[src/rtl/mem_stage_access_unit_if.sv]
// Data-bus bundle between the MEM-stage access unit (master) and data memory (slave).
interface mem_stage_access_unit_if;
  logic        bus_req;
  logic        bus_we;
  logic [31:0] bus_addr;
  logic [3:0]  bus_be;
  logic [31:0] bus_wdata;
  logic        bus_ack;
  logic [31:0] bus_rdata;

  modport master (
    output bus_req, bus_we, bus_addr, bus_be, bus_wdata,
    input  bus_ack, bus_rdata
  );

  modport slave (
    input  bus_req, bus_we, bus_addr, bus_be, bus_wdata,
    output bus_ack, bus_rdata
  );
endinterface

[src/rtl/mem_stage_access_unit.sv]
// MEM-stage data-memory sequencer: big-endian req/ack bus access, pipeline stall,
// extended load data, and misalign/timeout pulses.
module mem_stage_access_unit #(
  parameter int unsigned TIMEOUT = 255
) (
  input  logic        clk,
  input  logic        R_n,
  input  logic        E_mem,
  input  logic        rw_dm_mem,
  input  logic [1:0]  size_mem,
  input  logic        se_mem,
  input  logic [31:0] addr,
  input  logic [31:0] wdata,
  mem_stage_access_unit_if.master bus,
  output logic        mem_stall,
  output logic [31:0] load_data,
  output logic        load_valid,
  output logic        misalign,
  output logic        timeout_err
);
  typedef enum logic [1:0] {IDLE, REQ, DONE, ERR} state_t;

  localparam logic [7:0] LAST = 8'(TIMEOUT - 1);

  state_t      state, state_next;
  logic [7:0]  cnt;
  logic [29:0] addr_q;
  logic        we_q;
  logic [3:0]  be_q;
  logic [31:0] wdata_q;
  logic [1:0]  size_q;
  logic [1:0]  off_q;
  logic        se_q;
  logic        cause_to;

  logic        aligned;
  logic [3:0]  be_d;
  logic [31:0] wdata_d;
  logic [31:0] rdata_ext;

  always_comb begin
    aligned = 1'b1;
    be_d    = 4'b1111;
    wdata_d = wdata;
    case (size_mem)
      2'b00: begin
        be_d    = 4'b1000 >> addr[1:0];
        wdata_d = {4{wdata[7:0]}};
      end
      2'b01: begin
        aligned = ~addr[0];
        be_d    = addr[1] ? 4'b0011 : 4'b1100;
        wdata_d = {2{wdata[15:0]}};
      end
      default: aligned = (addr[1:0] == 2'b00);
    endcase
  end

  // Big-endian lane select: byte offset 0 lives in bits 31:24.
  function automatic logic [31:0] extract(input logic [31:0] rdata, input logic [1:0] size,
                                          input logic [1:0] off, input logic se);
    logic [7:0]  b;
    logic [15:0] h;
    b = 8'(rdata >> {~off, 3'b000});
    h = off[1] ? rdata[15:0] : rdata[31:16];
    case (size)
      2'b00:   extract = {{24{se & b[7]}}, b};
      2'b01:   extract = {{16{se & h[15]}}, h};
      default: extract = rdata;
    endcase
  endfunction

  assign rdata_ext = extract(bus.bus_rdata, size_q, off_q, se_q);

  always_ff @(posedge clk or negedge R_n) begin
    if (!R_n) state <= IDLE;
    else      state <= state_next;
  end

  always_comb begin
    state_next  = state;
    bus.bus_req = 1'b0;
    mem_stall   = 1'b0;
    load_valid  = 1'b0;
    misalign    = 1'b0;
    timeout_err = 1'b0;
    case (state)
      IDLE: begin
        mem_stall = E_mem;
        if (E_mem) state_next = aligned ? REQ : ERR;
      end
      REQ: begin
        bus.bus_req = 1'b1;
        mem_stall   = 1'b1;
        // Ack is checked first so an ack on the final allowed cycle still completes.
        if (bus.bus_ack)        state_next = DONE;
        else if (cnt == LAST)   state_next = ERR;
      end
      DONE: begin
        load_valid = ~we_q;
        state_next = IDLE;
      end
      default: begin
        misalign    = ~cause_to;
        timeout_err = cause_to;
        state_next  = IDLE;
      end
    endcase
    // Stall is combinational from E_mem; keep it low while reset is asserted.
    mem_stall = mem_stall & R_n;
  end

  always_ff @(posedge clk or negedge R_n) begin
    if (!R_n) begin
      cnt       <= '0;
      addr_q    <= '0;
      we_q      <= 1'b0;
      be_q      <= '0;
      wdata_q   <= '0;
      size_q    <= '0;
      off_q     <= '0;
      se_q      <= 1'b0;
      cause_to  <= 1'b0;
      load_data <= '0;
    end else begin
      case (state)
        IDLE: begin
          cnt <= '0;
          if (E_mem && aligned) begin
            addr_q  <= addr[31:2];
            we_q    <= rw_dm_mem;
            be_q    <= be_d;
            wdata_q <= wdata_d;
            size_q  <= size_mem;
            off_q   <= addr[1:0];
            se_q    <= se_mem;
          end else if (E_mem) begin
            cause_to <= 1'b0;
          end
        end
        REQ: begin
          cnt <= cnt + 8'd1;
          if (bus.bus_ack) begin
            if (!we_q) load_data <= rdata_ext;
          end else if (cnt == LAST) begin
            cause_to <= 1'b1;
          end
        end
        default: cnt <= '0;
      endcase
    end
  end

  assign bus.bus_we    = we_q;
  assign bus.bus_addr  = {addr_q, 2'b00};
  assign bus.bus_be    = be_q;
  assign bus.bus_wdata = wdata_q;
endmodule
[src/flat_wrapper.sv]
// flat-port wrapper written by rule: the top's interface ports become plain ports
module mem_stage_access_unit_flat 
#(
  parameter int unsigned TIMEOUT = 255
)
  (clk, R_n, E_mem, rw_dm_mem, size_mem, se_mem, addr, wdata, mem_stall, load_data, load_valid, misalign, timeout_err, bus_bus_req, bus_bus_we, bus_bus_addr, bus_bus_be, bus_bus_wdata, bus_bus_ack, bus_bus_rdata);
  mem_stage_access_unit_if bus_i ();
  input  logic clk;
  input  logic R_n;
  input  logic E_mem;
  input  logic rw_dm_mem;
  input  logic [1:0] size_mem;
  input  logic se_mem;
  input  logic [31:0] addr;
  input  logic [31:0] wdata;
  output logic mem_stall;
  output logic [31:0] load_data;
  output logic load_valid;
  output logic misalign;
  output logic timeout_err;
  output wire logic [$bits(bus_i.bus_req)-1:0] bus_bus_req;
  output wire logic [$bits(bus_i.bus_we)-1:0] bus_bus_we;
  output wire logic [$bits(bus_i.bus_addr)-1:0] bus_bus_addr;
  output wire logic [$bits(bus_i.bus_be)-1:0] bus_bus_be;
  output wire logic [$bits(bus_i.bus_wdata)-1:0] bus_bus_wdata;
  input wire logic [$bits(bus_i.bus_ack)-1:0] bus_bus_ack;
  input wire logic [$bits(bus_i.bus_rdata)-1:0] bus_bus_rdata;
  assign bus_bus_req = bus_i.bus_req;
  assign bus_bus_we = bus_i.bus_we;
  assign bus_bus_addr = bus_i.bus_addr;
  assign bus_bus_be = bus_i.bus_be;
  assign bus_bus_wdata = bus_i.bus_wdata;
  assign bus_i.bus_ack = bus_bus_ack;
  assign bus_i.bus_rdata = bus_bus_rdata;
  mem_stage_access_unit #(.TIMEOUT(TIMEOUT)) u_core (.clk(clk), .R_n(R_n), .E_mem(E_mem), .rw_dm_mem(rw_dm_mem), .size_mem(size_mem), .se_mem(se_mem), .addr(addr), .wdata(wdata), .bus(bus_i), .mem_stall(mem_stall), .load_data(load_data), .load_valid(load_valid), .misalign(misalign), .timeout_err(timeout_err));
endmodule
[config.mk]
export PLATFORM = sky130hd
export DESIGN_NAME = mem_stage_access_unit_flat
export DESIGN_NICKNAME = d
export VERILOG_FILES = /design/src/rtl/mem_stage_access_unit_if.sv /design/src/rtl/mem_stage_access_unit.sv /design/src/flat_wrapper.sv
export SDC_FILE = /design/constraint.sdc
export NUM_CORES = 1
export LEC_CHECK = 0
export CORE_ASPECT_RATIO = 0.8
export CORE_UTILIZATION = 47
export CTS_CLUSTER_DIAMETER = 100
export DETAILED_ROUTE_END_ITERATION = 12
export GPL_TIMING_DRIVEN = 0
export MAX_ROUTING_LAYER = met4
export PLACE_DENSITY = 0.95
export SLEW_MARGIN = 10
export SYNTH_ARGS = -nofsm -noshare
export SYNTH_HDL_FRONTEND = slang
export SYNTH_SLANG_ARGS = --single-unit
[constraint.sdc]
create_clock -name clk -period 3.4 [get_ports clk]
set_input_delay 0.68 -clock clk [delete_from_list [all_inputs] [get_ports clk]]
set_output_delay 0.68 -clock clk [all_outputs]
set_load 0.01 [all_outputs]
# Yosys cells after proc, flatten, opt, wreduce, memory -nomap -nowiden
# Index checks and enable logic that the tools add are counted.
[totals]
in_bits = 104
memories = 0
rom_bits = 0
latch_bits = 0
ram_bits = 0
regBits = 115
output_inout_bits = 106
[op_classes]
n_lt_le_gt_ge = 0
add_sub_neg = 1
div_mod_pow = 0
bitwise_logic = 7
multipliers = 0
n_shift = 2
mux = 22
n_eq_ne = 10
n_reduce_logical = 11
[ops]
columns = ["cell", "count"]
rows = [
  ["32-bit one-hot mux with 2 select lines", 2],
  ["32-bit by 5-bit right shift with 8-bit output", 1],
  ["16-bit two-way mux", 1],
  ["8-bit by 1-bit adder with 8-bit output, second input constant", 1],
  ["8-bit equality test, second input constant", 1],
  ["2-bit zero test", 4],
  ["1-bit two-way mux", 8],
  ["2-bit two-way mux", 4],
  ["8-bit two-way mux", 1],
  ["4-bit one-hot mux with 2 select lines", 1],
  ["2-bit by 1-bit equality test with 1-bit output, second input constant", 3],
  ["2-bit inequality test, second input constant", 3],
  ["1-bit one-hot mux with 2 select lines", 3],
  ["5-bit AND reduction", 1],
  ["4-bit two-way mux", 1],
  ["2-bit one-hot mux with 2 select lines", 1],
  ["2-bit AND reduction", 2],
  ["4-bit by 2-bit right shift with 4-bit output, first input constant", 1],
  ["1-bit AND", 3],
  ["3-bit by 2-bit inequality test with 1-bit output, second input constant", 1],
  ["1-bit inverter", 3],
  ["3-bit AND reduction", 1],
  ["3-bit OR reduction", 1],
  ["2-bit equality test, second input constant", 1],
  ["other kinds (4)", 4],
]

# Longest topological paths before layout
[logic_depth]
depth_word = 5
depth_mapped = 6

# Worst setup path before layout
# No wires, ideal clock.
[synth_path]
path_type = "input to register"
startpoint = "in bus_bus_rdata[7]"
endpoint = "reg u_core.load_data[15]"
t_required_ns = 3.277
slack_ns = 1.484
cell_stages = 4
n_path_buf = 0
arrival_ns = 1.793
path_cell_list = "mux4_2 > a311oi_4 > o31a_1 > a21oi_1"
[synth_between]
elab_chain_cells = 3
[synth_rtl]
columns = ["element", "line_no", "rtl"]
rows = [
  ["start, declared", "flat_wrapper.sv:27", "input wire logic [$bits(bus_i.bus_rdata)-1:0] bus_bus_rdata;"],
  ["32-bit by 5-bit right shift with 8-bit output", "mem_stage_access_unit.sv:64", "b = 8'(rdata >> {~off, 3'b000});"],
  ["1-bit AND", "mem_stage_access_unit.sv:67", "2'b00: extract = {{24{se & b[7]}}, b};"],
  ["32-bit one-hot mux with 2 select lines", "mem_stage_access_unit.sv:66", "case (size)"],
  ["end signal, assigned", "mem_stage_access_unit.sv:144", "if (!we_q) load_data <= rdata_ext;"],
  ["end, declared", "mem_stage_access_unit.sv:16", "output logic [31:0] load_data,"],
]
# No other way between the ends.
# A chain may end at the register's enable or synchronous reset.

# Final worst setup path
[layout_path]
startpoint = "in R_n"
endpoint = "out mem_stall"
[layout_between]
elab_chain_cells = 1
[layout_rtl]
columns = ["element", "line_no", "rtl"]
rows = [
  ["start, declared", "flat_wrapper.sv:9", "input logic R_n;"],
  ["1-bit AND", "mem_stage_access_unit.sv:110", "mem_stall = mem_stall & R_n;"],
  ["end, declared", "flat_wrapper.sv:16", "output logic mem_stall;"],
]
# No other way between the ends.

==> qor.yml <==
status: "completed"
gp_congestion: 0.9161
diodes: 0
power.density_mw_per_mm2: 893.0
nets: 830
core_area_mm2: 0.01098
synth_compound_area_share_pct: 10.89
seq_area_frac_synth_pct: 53.65
cts_tree: "yes"
grt_first_pass_wirelength_um: 27750
initialDrtViolationCount: 367
hold_path_class: "in2async"
nFillCells: 693
grtUsageMet1_pct: 36.86
grt_usage_pct: 32.05
grt_use_met2_pct: 50.00
worstPathRequired_ns: 2.72
avgSynthCellArea_um2: 10.81
busiest_layer: "met2"
ios: 210
hold_viol: 0
finalSetupViolCount: 0
crit_path_max_fanout: 75
fp.dieW_um: 121.4
synthTopCellsByArea: "dfrtp_1, mux2_2, mux2i_1"
dp.final_hpwl_um: 12480
grt_pass1_vias: 5322
synth_top_area_share_pct: 53.65
syn_to_final_growth_pct: 53.11
dr.pass1.iters: 5
cp_slowest_cell: "clkdlybuf4s50_1"
seq_area_mm2: 0.002878
synth-xor-area-share_pct: 0.9797
postCtsSetupBuffers: 0
synth_commonest_cells: "dfrtp_1, nand2_1, mux2_2, o21ai_0, nand3_1"
wirelength_um: 17590
drive_gt1_share_pct: 13.99
port-buffer-count: 207
cts_made_buffers: 17
cp-end-kind: "primary output"
ir_drop_v: 0.0006839
yosysTopAreaCell: "dfrtp_1"
start_util_pct: 48.87
cp-start-kind: "primary input"
rsz0062_at_grt: "false"
postSynthCellCount: 496
postCtsHoldBufs: 0
power.leakage_nw: 3.599
synth_top_family_by_area: "multiplexers"
num_vias: 5027
maxSlewHeadroom_pct: 37.56
synth-simple-area-share_pct: 12.50
drc: 0
ys.flop_type: "dfrtp_1"
final.min_clock_period_ns: 2.931
worstMarginPinSlew_ns: 0.9331
arrival_ns: 2.25
place_area_mm2: 0.007649
ys_ff_latch: 115
crit_type: "in2out"
fin_area_mm2: 0.008213
cts.sinks: 115
max_freq_ghz: 0.3412
overflow: 0
yosysWarnings: 0
htreeDepth: 4
period_share_pct: 86.20
crit_chain: "buf_6 -> buf_16 -> nor3b_1 -> clkdlybuf4s50_1"
wl_per_cell_um: 19.99
synth_edf_count: 0
die_h_um: 97.55
fin_tns_setup_ns: 0
rows: 34
die_area_mm2: 0.01185
synthMuxAreaShare_pct: 17.31
skew_ns: 0.007332
finalMaxSlewViolations: 0
synth_cell_types: 42
max_cap_violations: 0
place_ws_ns: 0.4087
path_clk_slew_ns: 0.05
clk_latency_ns: 0.41
drtAntennaViolNets: 0
synthAdderAreaFrac_pct: 0.4665
viasPerCell: 5.713
grt_max_degree: 76
cts_buffer_depth: 2
holdWs_ns: 0.1811
antenna_found_initial: 0
async_reset_ff_share_pct: 100.0
multi_input_area_mm2: 0.002268
power_mw: 7.334
yosysMostFrequentCell: "dfrtp_1"
layout_setup_ws_ns: 0.4693
grt_use_met3_pct: 11.80
cts_root_buffer: "clkbuf_16"
syn_area_mm2: 0.005364
cts_resized: 0
critPathMaxStageDelay_ns: 0.58
-- state kept, by name, summed over array words and instances, names as in the netlist --
name,count
u_core.se_q,1
u_core.bus.bus_be,4
u_core.addr_q,30
u_core.bus.bus_wdata,32
u_core.cause_to,1
u_core.load_data,32
u_core.state,2
u_core.off_q,2
u_core.cnt,8
u_core.size_q,2
u_core.bus.bus_we,1
-- metal layers --
metal,vias to the layer above,routed length (um)
li1,2203,-
met1,2465,6698
met2,291,8294
met3,68,1910
met4,0,687
met5,-,0
-- layout make-up --
cell class | instances | area share (%)
Clock buffer | 26 | 5.957
Timing Repair Buffer | 208 | 25.58
Inverter | 11 | 0.5027
Clock inverter | 5 | 0.9141
Tap cell | 144 | 2.194
Buffer | 34 | 2.194
Sequential cell | 115 | 35.04
Multi-Input combinational cell | 337 | 27.62
-- placed cells by master, fill, tap and decap left out, types with 4 or more instances in the layout --
cell / instances
nand2b_1: 4
nor3b_1: 4
o22ai_1: 6
a22o_1: 6
a221oi_1: 6
a21oi_1: 16
nor2_1: 29
o21ai_0: 41
clkbuf_1: 22
xor2_1: 5
inv_1: 11
mux2_2: 52
clkbuf_16: 17
nand2_1: 68
buf_2: 12
mux2i_1: 32
clkdlybuf4s50_1: 206
dfrtp_1: 115
a22oi_1: 7
buf_6: 5
nand3_1: 35
-- stage by stage --
stage	util, %	cells
after CTS	74.83	880
after global routing	74.83	880
final	74.83	880
after global placement	69.43	848
after floorplan	-	497
after detailed placement	69.69	849
-- report_power, final --
group	total, mW	switching (mW)	internal [mW]
combinational	3.19	1.47	1.72
sequential	2.42	0.426	2.00
clock	1.72	0.595	1.13
-- logic make-up (layout without fill, tap and decap cells) --
| family | after synthesis | after routing |
|---|---|---|
| AO/OA/AOI/OAI | 92 | 92 |
| multiplexers | 85 | 85 |
| buffers and inverters | 45 | 284 |
| adder cells (fa/ha/maj) | 2 | 2 |
| AND/OR/NAND/NOR | 150 | 150 |
| other | 1 | 2 |
| XOR/XNOR | 6 | 6 |
| flip-flops | 115 | 115 |
-- path summary, 6_finish.rpt --
path / from / endpoint / slack (ns) / cells after the start
setup / recovery: R_n / mem_stall / 0.47 / 4
hold / removal: R_n / u_core.bus.bus_wdata[3]$_DFFE_PN0P_ / 0.18 / 1
setup reg to reg: u_core.off_q[1]$_DFFE_PN0P_ / u_core.load_data[22]$_DFFE_PN0P_ / 1.43 / 6
hold reg to reg: u_core.bus.bus_wdata[27]$_DFFE_PN0P_ / u_core.bus.bus_wdata[27]$_DFFE_PN0P_ / 0.49 / 2
max in group asynchronous: R_n / u_core.load_data[21]$_DFFE_PN0P_ / 2.53 / 2
min in group clk: u_core.bus.bus_wdata[27]$_DFFE_PN0P_ / u_core.bus.bus_wdata[27]$_DFFE_PN0P_ / 0.49 / 2
-- critical path, delay by kind of cell --
family	cells	cell delay [ns]
buffers and inverters	3	1.28
and+or+nand+nor	1	0.26
Power figures use the tool's default switching activity.
